`src/rtl/fpu_int_responder_if.sv`:
```
// Signal bundle between the FPU exception handler / interrupt controller side
// and the interrupt responder.
interface fpu_int_responder_if;
  logic       int_request;
  logic [5:0] latched_exceptions;
  logic       irq_enable;
  logic       irq_ack;
  logic       clear_cmd;
  logic       exception_clear;
  logic       irq_out;
  logic [5:0] cause;
  logic       cause_valid;
  logic       stuck;
  logic [7:0] irq_count;
  logic [2:0] state_dbg;

  modport master (
    output int_request, latched_exceptions, irq_enable, irq_ack, clear_cmd,
    input  exception_clear, irq_out, cause, cause_valid, stuck, irq_count, state_dbg
  );

  modport slave (
    input  int_request, latched_exceptions, irq_enable, irq_ack, clear_cmd,
    output exception_clear, irq_out, cause, cause_valid, stuck, irq_count, state_dbg
  );
endinterface

```
`src/rtl/fpu_int_responder.sv`:
```
// Turns the FPU handler's level INT into an acknowledged IRQ, issues the clear
// pulse back to the handler and watches that INT actually drops afterwards.
module fpu_int_responder #(
  parameter int unsigned DRAIN_TIMEOUT = 16
) (
  input logic                 clk,
  input logic                 reset_n,
  fpu_int_responder_if.slave  bus
);

  typedef enum logic [2:0] {
    IDLE    = 3'd0,
    PENDING = 3'd1,
    SERVICE = 3'd2,
    CLEAR   = 3'd3,
    DRAIN   = 3'd4
  } state_e;

  localparam logic [7:0] DRAIN_LOAD = 8'(DRAIN_TIMEOUT - 1);

  state_e     state_q, state_d;
  logic [5:0] cause_q, cause_d;
  logic       cause_valid_q, cause_valid_d;
  logic       stuck_q, stuck_d;
  logic [7:0] count_q, count_d;
  logic [7:0] drain_q, drain_d;
  logic       clr_q, clr_d;
  logic       irq_q, irq_d;

  always_ff @(posedge clk or negedge reset_n) begin
    if (!reset_n) begin
      state_q       <= IDLE;
      cause_q       <= 6'h00;
      cause_valid_q <= 1'b0;
      stuck_q       <= 1'b0;
      count_q       <= 8'h00;
      drain_q       <= 8'h00;
      clr_q         <= 1'b0;
      irq_q         <= 1'b0;
    end else begin
      state_q       <= state_d;
      cause_q       <= cause_d;
      cause_valid_q <= cause_valid_d;
      stuck_q       <= stuck_d;
      count_q       <= count_d;
      drain_q       <= drain_d;
      clr_q         <= clr_d;
      irq_q         <= irq_d;
    end
  end

  // The clear pulse is registered on the edge that enters CLEAR (or services a
  // stuck recovery), so it is high for exactly the following cycle.
  always_comb begin
    state_d       = state_q;
    cause_d       = cause_q;
    cause_valid_d = cause_valid_q;
    stuck_d       = stuck_q;
    count_d       = count_q;
    drain_d       = drain_q;
    clr_d         = 1'b0;

    case (state_q)
      IDLE: begin
        if (bus.int_request && bus.irq_enable && !stuck_q) begin
          cause_d       = bus.latched_exceptions;
          cause_valid_d = 1'b1;
          state_d       = PENDING;
        end else if (bus.clear_cmd && stuck_q) begin
          stuck_d = 1'b0;
          clr_d   = 1'b1;
        end
      end
      PENDING: begin
        if (bus.clear_cmd) begin
          state_d = CLEAR;
          clr_d   = 1'b1;
        end else if (bus.irq_ack) begin
          state_d = SERVICE;
        end else if (!bus.irq_enable) begin
          state_d = IDLE;
        end
      end
      SERVICE: begin
        if (bus.clear_cmd) begin
          state_d = CLEAR;
          clr_d   = 1'b1;
        end
      end
      CLEAR: begin
        cause_valid_d = 1'b0;
        count_d       = count_q + 8'd1;
        drain_d       = DRAIN_LOAD;
        state_d       = DRAIN;
      end
      DRAIN: begin
        if (!bus.int_request) begin
          state_d = IDLE;
        end else if (drain_q == 8'd0) begin
          stuck_d = 1'b1;
          state_d = IDLE;
        end else begin
          drain_d = drain_q - 8'd1;
        end
      end
      default: state_d = IDLE;
    endcase

    // IRQ rises one cycle after PENDING entry and falls on the edge that leaves it.
    irq_d = (state_q == PENDING) && (state_d == PENDING);
  end

  assign bus.exception_clear = clr_q;
  assign bus.irq_out         = irq_q;
  assign bus.cause           = cause_q;
  assign bus.cause_valid     = cause_valid_q;
  assign bus.stuck           = stuck_q;
  assign bus.irq_count       = count_q;
  assign bus.state_dbg       = state_q;

endmodule

```
`src/flat_wrapper.sv`:
```
// flat-port wrapper written by rule: the top's interface ports become plain ports
module fpu_int_responder_flat 
#(
  parameter int unsigned DRAIN_TIMEOUT = 16
)
  (clk, reset_n, bus_int_request, bus_latched_exceptions, bus_irq_enable, bus_irq_ack, bus_clear_cmd, bus_exception_clear, bus_irq_out, bus_cause, bus_cause_valid, bus_stuck, bus_irq_count, bus_state_dbg);
  fpu_int_responder_if bus_i ();
  input logic clk;
  input logic reset_n;
  input wire logic [$bits(bus_i.int_request)-1:0] bus_int_request;
  input wire logic [$bits(bus_i.latched_exceptions)-1:0] bus_latched_exceptions;
  input wire logic [$bits(bus_i.irq_enable)-1:0] bus_irq_enable;
  input wire logic [$bits(bus_i.irq_ack)-1:0] bus_irq_ack;
  input wire logic [$bits(bus_i.clear_cmd)-1:0] bus_clear_cmd;
  output wire logic [$bits(bus_i.exception_clear)-1:0] bus_exception_clear;
  output wire logic [$bits(bus_i.irq_out)-1:0] bus_irq_out;
  output wire logic [$bits(bus_i.cause)-1:0] bus_cause;
  output wire logic [$bits(bus_i.cause_valid)-1:0] bus_cause_valid;
  output wire logic [$bits(bus_i.stuck)-1:0] bus_stuck;
  output wire logic [$bits(bus_i.irq_count)-1:0] bus_irq_count;
  output wire logic [$bits(bus_i.state_dbg)-1:0] bus_state_dbg;
  assign bus_i.int_request = bus_int_request;
  assign bus_i.latched_exceptions = bus_latched_exceptions;
  assign bus_i.irq_enable = bus_irq_enable;
  assign bus_i.irq_ack = bus_irq_ack;
  assign bus_i.clear_cmd = bus_clear_cmd;
  assign bus_exception_clear = bus_i.exception_clear;
  assign bus_irq_out = bus_i.irq_out;
  assign bus_cause = bus_i.cause;
  assign bus_cause_valid = bus_i.cause_valid;
  assign bus_stuck = bus_i.stuck;
  assign bus_irq_count = bus_i.irq_count;
  assign bus_state_dbg = bus_i.state_dbg;
  fpu_int_responder #(.DRAIN_TIMEOUT(DRAIN_TIMEOUT)) u_core (.clk(clk), .reset_n(reset_n), .bus(bus_i));
endmodule
```
`config.mk`:
```
export PLATFORM = sky130hd
export DESIGN_NAME = fpu_int_responder_flat
export DESIGN_NICKNAME = d
export VERILOG_FILES = /design/src/rtl/fpu_int_responder_if.sv /design/src/rtl/fpu_int_responder.sv /design/src/flat_wrapper.sv
export SDC_FILE = /design/constraint.sdc
export NUM_CORES = 1
export LEC_CHECK = 0
export BUFFER_PORTS_ARGS = -buffer_cell sky130_fd_sc_hd__buf_2
export CAP_MARGIN = 30
export CORE_UTILIZATION = 56
export DETAILED_ROUTE_END_ITERATION = 8
export PLACE_DENSITY = 0.83
export SETUP_SLACK_MARGIN = 0.2
export SLEW_MARGIN = 20
export SYNTH_ARGS = -nofsm -noshare
export SYNTH_HDL_FRONTEND = slang
export SYNTH_SLANG_ARGS = --single-unit
```
`constraint.sdc`:
```
create_clock -name clk -period 3.3 [get_ports clk]
set_clock_uncertainty 0.1 [all_clocks]
set_input_delay 0.495 -clock clk [delete_from_list [all_inputs] [get_ports clk]]
set_output_delay 0.495 -clock clk [all_outputs]
set_load 0.01 [all_outputs]
```
==> metrics.txt <==
status completed; Critical Path RT 3.41 ns; hold crit path type primary input to async pin; final setup vio count 0; core box area 2250 sq um; CTS tree yes; CP Buf/Inv Count 1; Yosys reg bits 29; GRT overflow 0; IO Port Bufs 32; synth warn 0; Inserted Clock Buffers 5; Synth Instances 119; Worst Max-Slew Pin Slew 0.618 ns; worst vdd ir 456 uV; final-layout fill cell count 185; commonest non-fill, non-tap cell in the layout buf_2; PD cells 732 nW/um^2; R2R Path Start u_core.drain_q[0]; top cell type's share of synthesized area 0.534; Max-cap violations 0; first-pass GRT wire length 4080 um; Mapped Area 1360 sq um; nets@finish 167; Slowest-stage cell, CP nor4b_2; largest net degree at the start of global routing 30; RSZ-0062 raised after global routing false; placed wire-length estimate 1870 um; # diodes 0; depth of the CTS H-tree 2; Via density 5.54; Max stage delay on crit path 0.50 ns; fin. max-slew vios 0; dominant cells by area after synthesis dfrtp_1, mux2_2, xnor2_1, nor2_1, a21oi_1; Top delay family on crit path simple AND/OR/NAND/NOR gates; Iteration-0 DRC Markers 13; die width 51.3 um; crit path time final 1.93 ns; routed wire length 2530 um; die area 2630 sq um; CTS max path bufs 2; Initial Util 0.603; Rows 17; number of buffers added for setup after CTS 0; CTS Root Cell clkbuf_4; Worst slew margin 0.588; Seq/Total Area, Yosys 0.534; Worst Setup SP u_core.drain_q[0]; endpoints failing hold 0; DRT Pass-1 Iters 4; Max FO, Critical Path 7; clock-pin slew on the worst setup and hold paths 0.08 ns; Avg Cell Area, Syn 11.4 sq um; clk sinks 29; Area growth syn-to-layout 15.7%; Pleak 0.768 nW; wire per inst 14.0 um; layout cell share with drive strength beyond 1 0.346; vias post-DR 1002; vias in the first global route 909; Worst Setup Start Kind flip-flop; setup TNS 0 ns; Synthesized Nets 133; Post-route DRC 0; CP Capture Type flip-flop; cells along the critical path inv_1, ha_1, nor4b_2, a21boi_2, or2_2; Fmax 518 MHz; top-level port count 33; dominant cell type by area after synthesis dfrtp_1; CTS resizes 0; initial antenna violation count 0; Final ANT Viol Nets 0; total power 1.15 mW; Crit Path Class flip-flop to flip-flop; hold-fix buffer count after cts 0; worst endpoint data arrival time 2.04 ns; most frequent cells in the layout buf_2, dfrtp_1, nor2_1; total track usage 0.224; count of cell types in the netlist 40; Placer Congestion 0.885; fin crit share 0.585; Die H 51.3 um; clock latency on the worst-skew pair 0.32 ns
-- report_power, final --
part / internal, mW / leakage, nW / switching (mW)
Combinational: 0.182 / 0.377 / 0.189
Sequential: 0.462 / 0.360 / 0.105
Clock: 0.100 / 0.0314 / 0.112
-- path summary, 6_finish.rpt --
check | endpoint | slack, ns | depth (start not counted)
max in group asynchronous | u_core.drain_q[4] | 2.62 | 1
min in group clk | u_core.bus.irq_out | 0.26 | 2
hold reg to reg | u_core.bus.irq_count[7] | 0.37 | 1
setup / recovery | u_core.bus.state_dbg[2] | 1.37 | 5
setup reg to reg | u_core.bus.state_dbg[2] | 1.37 | 5
hold / removal | u_core.bus.irq_count[5] | 0.08 | 1
-- layout make-up --
type	instances	area (sq um)	share of cell area
sequential	29	726	0.461
multi-input combinational	80	578	0.368
timing repair buffer	32	160	0.102
clock buffer	7	55.1	0.0350
tap	28	35.0	0.0223
inverter	5	18.8	0.0119
-- through the flow --
stage	utilization	std cells	setup WS, ns	hold WS [ns]	cell area (sq um)
after floorplan	-	119	1.60	0.0994	1360
after global placement	0.673	174	1.50	0.357	1520
after detailed placement	0.673	174	1.39	0.366	1520
after CTS	0.698	181	1.37	0.0938	1570
after global routing	0.698	181	1.22	0.124	1570
final	0.698	181	1.37	0.0763	1570
-- kinds of logic after synthesis --
| kind of cell | after synthesis | synth area share |
|---|---|---|
| flops | 29 | 0.534 |
| fa+ha+maj | 2 | 0.0184 |
| simple gates | 43 | 0.194 |
| xor+xnor | 7 | 0.0451 |
| mux | 9 | 0.0727 |
| compound gates | 19 | 0.0948 |
| buf+inv | 10 | 0.0405 |
-- synthesized netlist by cell type, drive strengths merged --
library cell and n:
nor4 1, o41ai 2, or4b 1, a211oi 2
o211ai 1, a21boi 1, nor3b 1, or2b 1
nor4b 1, nand2b 2, and3 2, a21oi 6
ha 2, dfrtp 29, nand2 5, a31oi 2
clkbuf 1, nand4 4, mux2i 2, a211o 1
and4bb 1, buf 4, xnor2 7, nor2 11
nor2b 1, o31ai 1, and3b 1, a2111oi 1
nor3 4, o21ai 2, nand3 2, mux2 7
nand4b 1, or2 3, inv 5, nand3b 1
-- routing by layer --
layer / track usage / share of wire
met1: 0.271 / 0.43
met2: 0.338 / 0.50
met5: 0 / 0
met3: 0.0893 / 0.047
met4: 0.131 / 0.022
-- state kept, by name (all words and copies together) (netlist names) --
| register | count |
|---|---|
| u_core.bus.stuck | 1 |
| u_core.bus.exception_clear | 1 |
| u_core.bus.irq_count | 8 |
| u_core.bus.irq_out | 1 |
| u_core.bus.cause | 6 |
| u_core.drain_q | 8 |
| u_core.bus.state_dbg | 3 |
| u_core.bus.cause_valid | 1 |
Power figures use the tool's default switching activity.
